--- src/rtl/modsqr_phase_sequencer.sv ---
// Run controller for the two-die modular squaring datapath: accepts a job of T
// squarings, drives the thermometer clk_phase vector and reports completion.
// Optional watchdog timeout is compiled in with GGG_SEQ_WATCHDOG_EN.
module modsqr_phase_sequencer #(
  parameter int NUM_PHASES     = 16,
  parameter int ITER_W         = 64,
  parameter int TIMEOUT_CYCLES = 4096
) (
  input  logic                  clk,
  input  logic                  reset_n,
  input  logic                  cmd_valid,
  input  logic [ITER_W-1:0]     cmd_iters,
  output logic                  cmd_ready,
  input  logic                  abort,
  input  logic                  sq_valid,
  output logic                  sq_start,
  output logic [NUM_PHASES-1:0] clk_phase,
  output logic                  busy,
  output logic                  done_valid,
  input  logic                  done_ready,
  output logic [ITER_W-1:0]     done_iters,
  output logic                  done_err,
  output logic [1:0]            dbg_state
);

  // Handshakes: a transfer happens on a rising clk edge where valid and ready
  // are both high; valid is never withdrawn before the transfer completes.

  localparam int PH_W = (NUM_PHASES > 1) ? $clog2(NUM_PHASES) : 1;

  typedef enum logic [1:0] {
    S_IDLE  = 2'd0,
    S_START = 2'd1,
    S_RUN   = 2'd2,
    S_DONE  = 2'd3
  } state_t;

  state_t            state_q, state_d;
  logic [PH_W-1:0]   phase_cnt;
  logic [ITER_W-1:0] iter_cnt;
  logic [ITER_W-1:0] iter_inc;
  logic [ITER_W-1:0] t_q;
  logic              accept;
  logic              count_sq;
  logic              timeout_hit;
  logic              run_active;

  // iter_cnt never exceeds T, so the increment cannot wrap even for T = all ones.
  assign iter_inc = iter_cnt + ITER_W'(1);

`ifdef GGG_SEQ_WATCHDOG_EN
  localparam int WD_W = $clog2(TIMEOUT_CYCLES + 1);

  logic [WD_W-1:0] wd_cnt;
  logic            done_err_q;

  // wd_cnt holds the number of cycles since the last start or counted sq_valid,
  // so the timeout decision lands exactly TIMEOUT_CYCLES cycles after that event.
  assign timeout_hit = (state_q == S_RUN) && !sq_valid &&
                       (wd_cnt == WD_W'(TIMEOUT_CYCLES - 1));

  always_ff @(posedge clk or negedge reset_n) begin
    if (!reset_n) begin
      wd_cnt     <= '0;
      done_err_q <= 1'b0;
    end else begin
      if (accept) begin
        wd_cnt     <= WD_W'(1);
        done_err_q <= 1'b0;
      end else if (count_sq) begin
        wd_cnt <= WD_W'(1);
      end else if (run_active) begin
        wd_cnt <= wd_cnt + WD_W'(1);
      end
      if (timeout_hit && !abort) begin
        done_err_q <= 1'b1;
      end
    end
  end

  assign done_err = done_err_q;
`else
  assign timeout_hit = 1'b0;
  assign done_err    = 1'b0;
`endif

  always_ff @(posedge clk or negedge reset_n) begin
    if (!reset_n) begin
      state_q <= S_IDLE;
    end else begin
      state_q <= state_d;
    end
  end

  always_comb begin
    state_d  = state_q;
    accept   = 1'b0;
    count_sq = 1'b0;
    case (state_q)
      S_IDLE: begin
        if (cmd_valid) begin
          accept  = 1'b1;
          state_d = (cmd_iters == '0) ? S_DONE : S_START;
        end
      end
      S_START: begin
        state_d = abort ? S_IDLE : S_RUN;
      end
      S_RUN: begin
        // Abort takes priority over a simultaneous final sq_valid.
        if (abort) begin
          state_d = S_IDLE;
        end else if (sq_valid) begin
          count_sq = 1'b1;
          if (iter_inc == t_q) begin
            state_d = S_DONE;
          end
        end else if (timeout_hit) begin
          state_d = S_DONE;
        end
      end
      S_DONE: begin
        if (done_ready) begin
          state_d = S_IDLE;
        end
      end
      default: state_d = S_IDLE;
    endcase
  end

  assign run_active = (state_q == S_START) || (state_q == S_RUN);

  always_ff @(posedge clk or negedge reset_n) begin
    if (!reset_n) begin
      phase_cnt <= '0;
      iter_cnt  <= '0;
      t_q       <= '0;
    end else begin
      if (accept) begin
        phase_cnt <= '0;
        iter_cnt  <= '0;
        t_q       <= cmd_iters;
      end else begin
        if (run_active) begin
          phase_cnt <= (phase_cnt == PH_W'(NUM_PHASES - 1)) ? '0 : phase_cnt + PH_W'(1);
        end
        if (count_sq) begin
          iter_cnt <= iter_inc;
        end
      end
    end
  end

  always_comb begin
    clk_phase = '0;
    for (int k = 0; k < NUM_PHASES; k++) begin
      clk_phase[k] = run_active && (int'(phase_cnt) >= k);
    end
  end

  assign cmd_ready  = (state_q == S_IDLE);
  assign sq_start   = (state_q == S_START);
  assign busy       = run_active;
  assign done_valid = (state_q == S_DONE);
  assign done_iters = iter_cnt;
  assign dbg_state  = state_q;

endmodule

--- config.mk ---
export PLATFORM = sky130hd
export DESIGN_NAME = modsqr_phase_sequencer
export DESIGN_NICKNAME = d
export VERILOG_FILES = /design/src/rtl/modsqr_phase_sequencer.sv
export SDC_FILE = /design/constraint.sdc
export NUM_CORES = 1
export LEC_CHECK = 0
export ABC_AREA = 1
export CORE_ASPECT_RATIO = 1.25
export CORE_MARGIN = 4
export CORE_UTILIZATION = 30
export DETAILED_ROUTE_END_ITERATION = 12
export GPL_TIMING_DRIVEN = 0
export HOLD_SLACK_MARGIN = 0.15
export SETUP_SLACK_MARGIN = 0.2
export SLEW_MARGIN = 0
export SYNTH_ARGS = -nofsm -noshare
export SYNTH_HDL_FRONTEND = slang
export SYNTH_SLANG_ARGS = --single-unit
export TNS_END_PERCENT = 30
--- constraint.sdc ---
create_clock -name clk -period 6 [get_ports clk]
set_input_delay 0.6 -clock clk [delete_from_list [all_inputs] [get_ports clk]]
set_output_delay 0.6 -clock clk [all_outputs]
set_load 0.03 [all_outputs]
=== Yosys cells after proc, flatten, opt, wreduce, memory -nomap -nowiden ===
Cells that the tools add are included.

* Reduce and logical (&&, ||, !) cells: 21
* Equality and inequality tests: 9
* Magnitude comparators: 15
* Add/subtract/negate cells: 2
* Mux-type cells: 18

{| class="wikitable"
|+ Operators by type and width
! operator !! number
|-
| $mux W64 || 2
|-
| $add A64 B1 Y64 const B || 1
|-
| $eq A64 B64 Y1 || 1
|-
| $logic_not A64 Y1 || 1
|-
| $ge A4 B4 Y1 const B || 8
|-
| $ge A4 B3 Y1 const B || 4
|-
| $logic_and A1 B1 Y1 || 15
|-
| $mux W2 || 7
|-
| $mux W4 || 3
|-
| $ge A4 B2 Y1 const B || 2
|-
| $pmux W2 S4 || 1
|-
| $ne A3 B3 Y1 const B || 2
|-
| $mux W1 || 5
|-
| $add A4 B1 Y4 const B || 1
|-
| $eq A2 B2 Y1 const B || 2
|-
| $eq A4 B4 Y1 const B || 1
|-
| $ge A4 B1 Y1 const B || 1
|-
| $reduce_and A4 Y1 || 1
|-
| $reduce_bool A2 Y1 || 2
|-
| $eq A2 B1 Y1 const B || 1
|-
| $logic_not A2 Y1 || 1
|-
| $ne A2 B1 Y1 const B || 1
|-
| $ne A2 B2 Y1 const B || 1
|-
| $logic_or A1 B1 Y1 || 1
|}

* Register bits after elaboration: 134
* Input bits: 70

=== Longest topological paths before layout ===
Gate-level depths: netlist of run 1.

* Depth after elaboration: 6
* Gate-level depth with buffers: 22
* Depth with buffers taken out: 22

=== Worst setup path after synthesis of run 1 ===
OpenSTA, ideal clock, no wires.

* Kind: register -> output
* Start: register state_q[0], in the netlist dbg_state[0]
* End: output clk_phase[5]
* Path slack: 2.743 ns
* Stages on the path, launching flop included: 6
* Buffers on the path: 0
* Required time: 5.400 ns
* Arrival time: 2.657 ns
* Path through: dfrtp_1 inv_1 ha_1 inv_1 nor2_1 a21boi_0

* Word-level cells in the longest chain between the ends: 3

{| class="wikitable"
|+ Ends and longest elaborated chain
! element !! RTL line !! source
|-
| start: declaration || 38 || <nowiki>state_t state_q, state_d;</nowiki>
|-
| start signal: assignment || 91 || <nowiki>state_q <= state_d;</nowiki>
|-
| $eq A2 B1 Y1 or $eq A2 B2 Y1 (tied branches) || 131 || <nowiki>assign run_active = (state_q == S_START) || (state_q == S_RUN);</nowiki>
|-
| $logic_or A1 B1 Y1 (*) || 131 ||
|-
| via busy || 18 || <nowiki>output logic busy,</nowiki>
|-
| $logic_and A1 B1 Y1 (*) || 157 || <nowiki>clk_phase[k] = run_active && (int'(phase_cnt) >= k);</nowiki>
|-
| end: declaration || 17 || <nowiki>output logic [NUM_PHASES-1:0] clk_phase,</nowiki>
|}

The timed path passes the listed nets; every way through them passes the cells marked *.

=== Final worst setup path of run 1 ===
* Start: register state_q[0], in the netlist dbg_state[0]
* End: output clk_phase[13]

* Word-level cells in the longest chain between the ends: 3

{| class="wikitable"
|+ Ends and longest elaborated chain
! element !! RTL line
|-
| $eq A2 B1 Y1 or $eq A2 B2 Y1 (tied branches) || 131
|-
| $logic_or A1 B1 Y1 (*) || 131
|-
| $logic_and A1 B1 Y1 (*) || 157
|}

Mark *: on every way between the ends. The rest lies on a longest branch, timed or not.

==> load_flow_metrics.sql, run 1 <==
INSERT INTO impl_metrics (metric_group, metric, value, unit) VALUES
('timing', 'timing.final.crit_share', '0.542', ''),
('yosys', 'synth_fa_ha_area_frac', '0.0123', ''),
('placed_design', 'placement.setup.worst_slack', '2.52', 'ns'),
('timing', 'period_needed', '3.25', 'ns'),
('timing', 'slew_headroom', '0.370', ''),
('setup_path', 'worstPathArrival', '2.65', 'ns'),
('cts', 'clock_latency', '0.45', 'ns'),
('final_layout', 'mostFrequentLayoutCells', '511 x sky130_fd_sc_hd__nand2_1, 158 x sky130_fd_sc_hd__nor2_1, 154 x sky130_fd_sc_hd__clkdlybuf4s50_1', ''),
('timing', 'rsz0062_at_grt', 'no', ''),
('yosys', 'syn-cell-area', '0.00919', 'mm^2'),
('die', 'core_area', '0.0302', 'mm^2'),
('timing', 'layout_setup_ws', '2.75', 'ns'),
('route', 'viasPerCell', '5.09', ''),
('die', 'initial_core_util', '0.304', ''),
('final_layout', 'synthToLayoutAreaGrowth', '29.7', '%'),
('route', 'route.top_layer_used', 'met4', ''),
('outcome', 'outcome', 'complete, no violations', ''),
('die', 'vertical_die_dimension', '204', 'um'),
('pwr', 'leakage', '5.04', 'nW'),
('yosys', 'syn_inst', '1401', ''),
('timing', 'final_max_slew_viol_count', '0', ''),
('pwr', 'sw_frac_of_total', '0.398', ''),
('setup_path', 'worstPathRequired', '5.40', 'ns'),
('pwr', 'power.sequential.fraction', '0.341', ''),
('cts', 'cts-root-to-sink-buffers', '2', ''),
('setup_path', 'timing.critical_path.from_type', 'flop', ''),
('cts', 'cts.root.buffer_cell', 'sky130_fd_sc_hd__clkbuf_16', ''),
('worst_hold_path', 'worst_hold_path_type', 'flop to flop', ''),
('timing', 'holdWs', '0.505', 'ns'),
('pwr', 'power.switching', '1.56', 'mW'),
('route', 'wirelength_met1', '15.2', 'mm'),
('final_layout', 'layout-drive-gt1-share', '0.0579', ''),
('cts', 'cts_made_buffers', '17', ''),
('setup_path', 'cell_by_cell_trace_of_the_critical_path', 'inv_1 > ha_1 > nand2_1 > nor2_1 > inv_1 > nor2_1 > clkdlybuf4s50_1', ''),
('cts', 'ctsHtreeMaxLevel', '4', ''),
('global_route', 'via_count_of_the_first_global_routing_pass', '9979', ''),
('timing', 'clock.fmax', '0.308', 'GHz'),
('placed_design', 'detailed_place_hpwl', '31.1', 'mm'),
('setup_path', 'type_of_the_worst_setup_path', 'flop to output port', ''),
('setup_path', 'kind_of_capture_point_of_the_worst_setup_path', 'output port', ''),
('final_layout', 'most_common_cell_after_layout_fill_and_taps_aside', 'sky130_fd_sc_hd__nand2_1', ''),
('route', 'drc_errors', '0', ''),
('cts', 'tritoncts', 'built', ''),
('global_route', 'grt_use_total', '0.231', ''),
('die', 'io-pin-count', '157', ''),
('yosys', 'yosys.area_share.simple', '0.439', ''),
('final_layout', 'post_layout_nets', '1656', ''),
('global_route', 'grt_first_pass_wirelength', '58.0', 'mm'),
('timing', 'clock_skew', '0.0141', 'ns'),
('global_route', 'antenna_found_initial', '0', ''),
('pwr', 'internal-power', '2.35', 'mW'),
('cts', 'clkTransAtPathRegs', '0.06', 'ns'),
('job', 'max-cap-violations', '0', ''),
('yosys', 'synthMuxAreaShare', '0', ''),
('yosys', 'synth-xor-area-share', '0.0226', ''),
('pwr', 'irDropWorstVdd', '0.000158', 'V'),
('route', 'routed_wire_length_per_instance', '19.3', 'um'),
('setup_path', 'longest_individual_stage_delay_on_the_worst_path', '0.68', 'ns'),
('yosys', 'synth_warnings', '0', ''),
('pwr', 'pwr_density_cell', '328', 'mW/mm^2'),
('placed_design', 'numPortBuffers', '155', ''),
('route', 'met3_wirelength', '1.97', 'mm'),
('cts', 'postCtsSetupBuffers', '0', ''),
('placed_design', 'place.gp.congestion', '0.964', ''),
('setup_path', 'crit_path_max_fanout', '8', ''),
('route', 'routed_wl', '38.4', 'mm'),
('global_route', 'grt_start_max_net_pins', '88', ''),
('final_layout', 'final_area', '0.0119', 'mm^2'),
('placed_design', 'dpl-instance-area', '0.0113', 'mm^2'),
('timing', 'worst_slew_pin_slew', '0.945', 'ns'),
('final_layout', 'fillCellCount', '3302', '');
==> path summary, 6_finish.rpt <==
kind	start	end	slack, ns	cells past startpoint
worst max-delay path	dbg_state[0]$_DFFE_PN0P_	clk_phase[13]	2.75	7
worst min-delay path	t_q[10]$_DFFE_PN0P_	t_q[10]$_DFFE_PN0P_	0.50	2
worst max register to register	done_iters[0]$_DFFE_PN0P_	dbg_state[1]$_DFFE_PN0P_	2.86	20
worst min register to register	t_q[10]$_DFFE_PN0P_	t_q[10]$_DFFE_PN0P_	0.50	2
max in group asynchronous	reset_n	t_q[51]$_DFFE_PN0P_	4.48	3
min in group asynchronous	reset_n	t_q[13]$_DFFE_PN0P_	0.66	2
==> metal layers <==
metal	up-vias	GRT usage
met1	4824	0.274
met2	353	0.403
li1	4884	-
met5	-	0
met3	78	0.0352
met4	0	0.114
==> cells in the mapped netlist (all sizes together) <==
cell / instances / area (um^2)
a21boi: 1 / 7.51
xnor3: 5 / 113
nor3: 3 / 15.0
o21ai: 90 / 450
clkinv: 1 / 3.75
dfrtp: 134 / 3350
nand2: 525 / 2020
inv: 155 / 582
conb: 1 / 3.75
o22ai: 36 / 225
ha: 9 / 113
clkbuf: 24 / 90.1
nand3b: 16 / 120
and2: 1 / 6.26
o32ai: 1 / 8.76
nand3: 139 / 733
nand4: 28 / 175
nor2: 187 / 860
o31ai: 1 / 7.51
nor4: 17 / 106
or2: 1 / 6.26
buf: 7 / 52.5
xor2: 10 / 95.1
o22a: 1 / 8.76
a21oi: 8 / 40.0
==> critical path, delay by kind of cell (launching register included) <==
kind / cells / cell delay (ns)
fa+ha+maj: 1 / 0.44
buf+inv: 3 / 0.84
flops: 1 / 0.42
simple gates: 3 / 0.50
==> repair_timing <==
item | CTS | global route
hold endpoints to repair | 47 | 0
hold buffers | 1 | 0
gates resized for setup | 0 | 0
==> registers in the layout, indices dropped and copies added, names as in the netlist <==
register,cells
phase_cnt,4
t_q,64
done_iters,64
dbg_state,2
==> logic make-up after synthesis <==
group           count (synthesis)
simple gates                  917
other cells                     1
flops                         134
xor+xnor                       15
fa+ha+maj                       9
compound gates                138
buf+inv                       187
==> area by class of cell <==
| type | instances | area [um^2] | share of cell area |
|---|---|---|---|
| Buffer | 31 | 143 | 0.0120 |
| Clock buffer | 18 | 439 | 0.0368 |
| Clock inverter | 14 | 199 | 0.0167 |
| Inverter | 156 | 586 | 0.0491 |
| Multi-Input combinational cell | 1080 | 5110 | 0.429 |
| Sequential cell | 134 | 3350 | 0.281 |
| Tap cell | 401 | 502 | 0.0421 |
| Timing Repair Buffer | 157 | 1590 | 0.133 |
==> per-stage QoR <==
step	utilization	TNS [ns]	power, mW	cells
3_5_place_dp	0.373	0	2.76	1958
2_1_floorplan	-	0	2.18	1401
4_1_cts	0.395	0	3.92	1991
6_report	0.395	0	3.91	1991
5_1_grt	0.395	0	4.15	1991
3_3_place_gp	0.372	-192.87	2.74	1957
==> power groups by stage <==
stage / Sequential [mW] / Clock (mW) / Combinational (mW)
floorplan: 1.29 / 0 / 0.890
CTS: 1.33 / 1.17 / 1.42
global route: 1.35 / 1.20 / 1.59
detailed placement: 1.34 / 0 / 1.42
finish: 1.33 / 1.16 / 1.42
global placement: 1.34 / 0 / 1.41
Note: power is estimated with default switching activity, not from simulation.
==> inputs of run 2 (changes only) <==
clock period = 3.1 ns   (was 6 ns; I/O delays follow)
==> run 2 against run 1 <==
  * Worst hold slack worse by 0.12 ns
  * Critical path type unchanged
  * Sequential cell count stayed put
  * Highest routed layer unchanged
  * Power is 94% higher
  * Core utilization is 1.5 points higher
==> load_flow_metrics.sql, run 2 (synthesized netlist as in run 1, its figures left out) <==
INSERT INTO impl_metrics (metric_group, metric, value, unit) VALUES
('timing', 'final_max_slew_viol_count', '0', ''),
('final_layout', 'mostFrequentLayoutCells', '495 x sky130_fd_sc_hd__nand2_1, 151 x sky130_fd_sc_hd__inv_1, 151 x sky130_fd_sc_hd__clkdlybuf4s50_1', ''),
('final_layout', 'synthToLayoutAreaGrowth', '34.6', '%'),
('route', 'routed_wire_length_per_instance', '19.4', 'um'),
('cts', 'cts.sink_count', '134', ''),
('global_route', 'grt_use_total', '0.230', ''),
('route', 'detail_route.iter0.violations', '854', ''),
('pwr', 'power.sequential.fraction', '0.340', ''),
('timing', 'worst_slew_pin_slew', '0.994', 'ns'),
('final_layout', 'postLayoutCoreUtil', '0.410', ''),
('die', 'fp-row-count', '71', ''),
('pwr', 'internal-power', '4.51', 'mW'),
('route', 'routed_wl', '39.0', 'mm'),
('final_layout', 'layout-drive-gt1-share', '0.113', ''),
('cts', 'ctsHtreeMaxLevel', '4', ''),
('setup_path', 'crit_path_max_fanout', '8', ''),
('die', 'io-pin-count', '157', ''),
('die', 'vertical_die_dimension', '204', 'um'),
('global_route', 'grt_start_max_net_pins', '84', ''),
('timing', 'period_needed', '2.84', 'ns'),
('timing', 'hold_fails_final_rpt', '0', ''),
('die', 'core_area', '0.0302', 'mm^2'),
('setup_path', 'kind_of_capture_point_of_the_worst_setup_path', 'output port', ''),
('setup_path', 'timing.critical_path.from_type', 'flop', ''),
('pwr', 'leakage', '5.25', 'nW'),
('pwr', 'clock_power_share', '0.287', ''),
('worst_hold_path', 'worst_hold_path_type', 'primary input to asynchronous set/reset pin', ''),
('die', 'die_x', '165', 'um'),
('global_route', 'via_count_of_the_first_global_routing_pass', '9851', ''),
('cts', 'cts.root.buffer_cell', 'sky130_fd_sc_hd__clkbuf_16', ''),
('global_route', 'grt_first_pass_wirelength', '57.5', 'mm'),
('route', 'viasPerCell', '5.10', ''),
('pwr', 'irDropWorstVdd', '0.000285', 'V'),
('cts', 'cts_made_buffers', '17', ''),
('timing', 'rsz0062_at_grt', 'yes', ''),
('placed_design', 'place.gp.congestion', '0.968', ''),
('placed_design', 'detailed_place_hpwl', '31.1', 'mm'),
('route', 'num_vias', '10300', ''),
('placed_design', 'placement.setup.worst_slack', '-0.141', 'ns'),
('cts', 'cts-root-to-sink-buffers', '2', ''),
('final_layout', 'most_common_cell_after_layout_fill_and_taps_aside', 'sky130_fd_sc_hd__nand2_1', ''),
('setup_path', 'worstPathArrival', '2.53', 'ns'),
('pwr', 'power.switching', '3.06', 'mW'),
('global_route', 'antenna_found_initial', '0', ''),
('timing', 'layout_setup_ws', '0.264', 'ns'),
('setup_path', 'worstPathRequired', '2.79', 'ns'),
('timing', 'setup_viol', '0', ''),
('setup_path', 'type_of_the_worst_setup_path', 'flop to output port', ''),
('job', 'max-cap-violations', '0', ''),
('die', 'initial_core_util', '0.304', ''),
('timing', 'slew_headroom', '0.337', ''),
('timing', 'clock.fmax', '0.353', 'GHz'),
('global_route', 'grt_remaining_overflow', '0', ''),
('cts', 'clkTransAtPathRegs', '0.06', 'ns'),
('pwr', 'pwr_density_cell', '612', 'mW/mm^2'),
('placed_design', 'numPortBuffers', '155', ''),
('pwr', 'fin_total_pwr', '7.58', 'mW'),
('cts', 'clock_latency', '0.44', 'ns'),
('outcome', 'outcome', 'complete, no violations', ''),
('pwr', 'sw_frac_of_total', '0.404', ''),
('timing', 'timing.final.crit_share', '0.915', ''),
('die', 'fp.dieArea', '0.0335', 'mm^2'),
('route', 'drt_pre_antenna_iters', '5', ''),
('route', 'post_route_ant_nets', '0', ''),
('cts', 'tritoncts', 'built', ''),
('pwr', 'power.share.combinational', '0.373', ''),
('final_layout', 'antenna_cells_inserted', '0', ''),
('timing', 'clock_skew', '0.0124', 'ns'),
('final_layout', 'post_layout_nets', '1682', ''),
('route', 'drc_errors', '0', '');
-- run 2: per-layer routing --
metal / vias up / share of wire / GRT usage
li1: 4941 / - / -
met2: 374 / 0.49 / 0.392
met3: 93 / 0.059 / 0.0400
met5: - / 0 / 0
met4: 0 / 0.061 / 0.133
met1: 4874 / 0.39 / 0.271
-- run 2: worst max-delay path, cell delays in order, from the launching register on --
cell                              delay [ns]
sky130_fd_sc_hd__dfrtp_1                0.43
sky130_fd_sc_hd__inv_1                  0.09
sky130_fd_sc_hd__ha_1                   0.45
sky130_fd_sc_hd__inv_1                  0.17
sky130_fd_sc_hd__o31ai_1                0.25
sky130_fd_sc_hd__clkdlybuf4s50_1        0.71
-- run 2: power groups by stage --
| stage | clock network, mW | logic [mW] | registers [mW] |
|---|---|---|---|
| finish | 2.17 | 2.83 | 2.58 |
| global route | 2.27 | 3.15 | 2.62 |
| CTS | 2.19 | 2.76 | 2.57 |
| detailed placement | 0 | 2.75 | 2.60 |
| global placement | 0 | 2.72 | 2.59 |
| floorplan | 0 | 1.72 | 2.50 |
-- run 2: area by class of cell --
cell class | count | area [um^2]
buffer | 31 | 148
fill | 3207 | 17800
tap | 401 | 502
timing repair buffer | 183 | 1830
inverter | 156 | 586
sequential | 134 | 3380
clock buffer | 18 | 439
multi-input combinational | 1080 | 5320
clock inverter | 14 | 176
-- run 2: stage by stage --
stage	hold slack (ns)	cells	TNS [ns]	area [um^2]
after floorplan	0.0144	1401	0	9190
after global placement	0.483	1957	-550.31	11200
after detailed placement	0.297	1958	-1.03	11300
after CTS	0.407	1995	0	12000
after global routing	0.441	2017	0	12400
final	0.383	2017	0	12400
-- run 2: repair_timing --
action	4_1_cts	5_1_grt
hold endpoints to repair	51	0
gates resized for setup	14	72
pin swaps	2	18
endpoints found under the setup margin	35	22
setup buffers	4	21
hold buffers	1	0
cloned	0	1
-- run 2: final timing paths --
| kind | from | endpoint | slack, ns | cells after the start |
|---|---|---|---|---|
| max in group asynchronous | reset_n | done_iters[44]$_DFFE_PN0P_ | 1.84 | 3 |
| worst max register to register | done_iters[0]$_DFFE_PN0P_ | dbg_state[0]$_DFFE_PN0P_ | 0.33 | 21 |
| worst min register to register | t_q[10]$_DFFE_PN0P_ | t_q[10]$_DFFE_PN0P_ | 0.51 | 2 |
| worst max-delay path | dbg_state[0]$_DFFE_PN0P_ | clk_phase[6] | 0.26 | 5 |
| min in group clk | cmd_iters[10] | t_q[10]$_DFFE_PN0P_ | 0.44 | 3 |
| worst min-delay path | reset_n | t_q[13]$_DFFE_PN0P_ | 0.38 | 2 |
==> inputs of run 3 (changes only) <==
TNS_END_PERCENT = not set   (was 30)
==> run 3 against run 2 <==
  * Cell count rose by 0.35%
  * Global-route usage did not move
  * Sequential power barely moved
  * Critical path depth rose by 15
  * Power barely moved
  * Worst hold slack improved by 0.0053 ns
  * Sequential share of layout area fell by 0.28 points
  * Clock power barely moved
  * Clock skew barely moved
  * Maximum frequency rose by 3.4%
  * First-iteration DRC count rose by 3.4%
  * Sequential cell count did not move
  * Critical path type is now flop to flop
==> load_flow_metrics.sql, run 3 (synthesized netlist as in run 1, its figures left out) <==
INSERT INTO impl_metrics (metric_group, metric, value, unit) VALUES
('placed_design', 'numPortBuffers', '155', ''),
('outcome', 'outcome', 'complete, no violations', ''),
('timing', 'period_needed', '2.74', 'ns'),
('timing', 'clock_skew', '0.0120', 'ns'),
('cts', 'clkTransAtPathRegs', '0.07', 'ns'),
('placed_design', 'place.gp.congestion', '0.968', ''),
('global_route', 'grt_remaining_overflow', '0', ''),
('timing', 'fin_tns_setup', '0', 'ns'),
('timing', 'timing.final.crit_share', '0.885', ''),
('job', 'max-cap-violations', '0', ''),
('final_layout', 'final-instance-count-excl-fill', '2024', ''),
('die', 'core_area', '0.0302', 'mm^2'),
('die', 'fp.dieArea', '0.0335', 'mm^2'),
('cts', 'tritoncts', 'built', ''),
('placed_design', 'detailed_place_hpwl', '31.1', 'mm'),
('global_route', 'grt_use_total', '0.230', ''),
('timing', 'holdWs', '0.388', 'ns'),
('cts', 'cts_made_buffers', '17', ''),
('timing', 'clock.fmax', '0.365', 'GHz'),
('route', 'num_vias', '10200', ''),
('setup_path', 'kind_of_capture_point_of_the_worst_setup_path', 'flop', ''),
('route', 'drt_pre_antenna_iters', '8', ''),
('timing', 'rsz0062_at_grt', 'yes', ''),
('cts', 'cts.sink_count', '134', ''),
('die', 'initial_core_util', '0.304', ''),
('timing', 'hold_fails_final_rpt', '0', ''),
('cts', 'cts.root.buffer_cell', 'sky130_fd_sc_hd__clkbuf_16', ''),
('final_layout', 'post_layout_nets', '1689', ''),
('route', 'drc_errors', '0', ''),
('setup_path', 'timing.reg2reg.worst_path_depth', '20', ''),
('setup_path', 'reg2reg_slack', '0.36', 'ns'),
('final_layout', 'synthToLayoutAreaGrowth', '35.8', '%'),
('setup_path', 'r2r-end', 'dbg_state[1]$_DFFE_PN0P_', ''),
('worst_hold_path', 'worst_hold_path_type', 'primary input to asynchronous set/reset pin', ''),
('global_route', 'grt_start_max_net_pins', '84', ''),
('timing', 'slew_headroom', '0.343', ''),
('placed_design', 'dp.cells', '1958', ''),
('final_layout', 'fillCellCount', '3199', ''),
('setup_path', 'type_of_the_worst_setup_path', 'flop to flop', ''),
('route', 'routed_wl', '39.1', 'mm'),
('die', 'die_x', '165', 'um'),
('pwr', 'leakage', '5.39', 'nW'),
('final_layout', 'most_common_cell_after_layout_fill_and_taps_aside', 'sky130_fd_sc_hd__nand2_1', ''),
('timing', 'layout_setup_ws', '0.357', 'ns'),
('final_layout', 'antenna_cells_inserted', '0', ''),
('route', 'detail_route.iter0.violations', '883', ''),
('route', 'post_route_ant_nets', '0', ''),
('timing', 'setup_viol', '0', ''),
('cts', 'ctsHtreeMaxLevel', '4', ''),
('timing', 'worst_slew_pin_slew', '0.986', 'ns'),
('placed_design', 'placement.setup.worst_slack', '-0.141', 'ns'),
('setup_path', 'worstPathRequired', '3.43', 'ns'),
('route', 'viasPerCell', '5.06', ''),
('die', 'fp-row-count', '71', ''),
('final_layout', 'layout-drive-gt1-share', '0.115', ''),
('die', 'io-pin-count', '157', ''),
('cts', 'clock_latency', '0.44', 'ns'),
('global_route', 'via_count_of_the_first_global_routing_pass', '9850', ''),
('setup_path', 'crit_path_max_fanout', '6', ''),
('global_route', 'antenna_found_initial', '0', ''),
('timing', 'final_max_slew_viol_count', '0', ''),
('final_layout', 'mostFrequentLayoutCells', '498 x sky130_fd_sc_hd__nand2_1, 151 x sky130_fd_sc_hd__inv_1, 145 x sky130_fd_sc_hd__clkdlybuf4s50_1', ''),
('setup_path', 'timing.critical_path.from_type', 'flop', ''),
('pwr', 'irDropWorstVdd', '0.000285', 'V'),
('route', 'routed_wire_length_per_instance', '19.3', 'um'),
('die', 'vertical_die_dimension', '204', 'um'),
('setup_path', 'worstPathArrival', '3.07', 'ns'),
('setup_path', 'rr_startpoint', 'done_iters[0]$_DFFE_PN0P_', ''),
('global_route', 'grt_first_pass_wirelength', '57.5', 'mm'),
('pwr', 'pwr_density_cell', '607', 'mW/mm^2'),
('cts', 'cts-root-to-sink-buffers', '2', '');
[run 3: worst max-delay path by stage]
stage | slack [ns] | start | cells past startpoint | end
6_report | 0.36 | done_iters[0]$_DFFE_PN0P_ | 20 | dbg_state[1]$_DFFE_PN0P_
3_3_place_gp | -4.12 | reset_n | 1 | t_q[45]$_DFFE_PN0P_
2_1_floorplan | 0.34 | dbg_state[0]$_DFFE_PN0P_ | 5 | clk_phase[5]
3_5_place_dp | -0.14 | abort | 8 | done_iters[59]$_DFFE_PN0P_
5_1_grt | 0.16 | done_iters[0]$_DFFE_PN0P_ | 21 | dbg_state[1]$_DFFE_PN0P_
4_1_cts | 0.20 | done_iters[1]$_DFFE_PN0P_ | 21 | dbg_state[1]$_DFFE_PN0P_
[run 3: routing by layer]
metal	global-route usage	vias up	share of wire
li1	-	4956	-
met1	0.271	4827	0.39
met2	0.392	367	0.49
met3	0.0400	90	0.059
met4	0.133	0	0.060
met5	0	-	0
[run 3: report_power, final]
part           internal (mW)  leakage [nW]  switching (mW)
clock network           1.29         0.297           0.877
logic                   1.03          3.36            1.81
registers               2.20          1.74           0.374
[run 3: per-stage QoR]
step / total power, mW / util / cell area, um^2
after global routing: 8.05 / 0.413 / 12500
after detailed placement: 5.34 / 0.373 / 11300
final: 7.58 / 0.413 / 12500
after floorplan: 4.22 / - / 9190
after global placement: 5.31 / 0.372 / 11200
after CTS: 7.53 / 0.397 / 12000
[run 3: final cells by class]
cell class              count  area, um^2  area share
multi-input cells        1080        5330       0.427
clock inverters            14         176      0.0141
well taps                 401         502      0.0402
plain buffers              31         153      0.0122
clock buffers              18         439      0.0352
repair buffers            190        1930       0.155
flip-flops and latches    134        3370       0.270
inverters                 156         586      0.0469
[run 3: worst max-delay path, stage by stage, from the launching register on]
cell and delay, ns:
sky130_fd_sc_hd__dfrtp_2 0.41, sky130_fd_sc_hd__ha_4 0.17, sky130_fd_sc_hd__nand2_4 0.07, sky130_fd_sc_hd__nor2_4 0.19, sky130_fd_sc_hd__nand2_4 0.11, sky130_fd_sc_hd__nor2_4 0.27, sky130_fd_sc_hd__nand2_2 0.19, sky130_fd_sc_hd__nand2_1 0.12
sky130_fd_sc_hd__nand3_1 0.08, sky130_fd_sc_hd__nand2_1 0.07, sky130_fd_sc_hd__nand2_1 0.05, sky130_fd_sc_hd__nor2_1 0.18, sky130_fd_sc_hd__nand2_1 0.09, sky130_fd_sc_hd__nor2_1 0.11, sky130_fd_sc_hd__nand2_2 0.09, sky130_fd_sc_hd__nor2_4 0.12
sky130_fd_sc_hd__nand2_2 0.07, sky130_fd_sc_hd__nand2_2 0.08, sky130_fd_sc_hd__nand2_2 0.05, sky130_fd_sc_hd__nand2_1 0.06, sky130_fd_sc_hd__nand2_1 0.05
[run 3: what timing repair did]
action / 4_1_cts / 5_1_grt
gates resized for setup: 18 / 75
endpoints found under the hold margin: 51 / 0
buffers inserted: 4 / 28
pin swaps: 2 / 20
hold buffers: 1 / 0
cloned: 0 / 1
endpoints found under the setup margin: 35 / 20
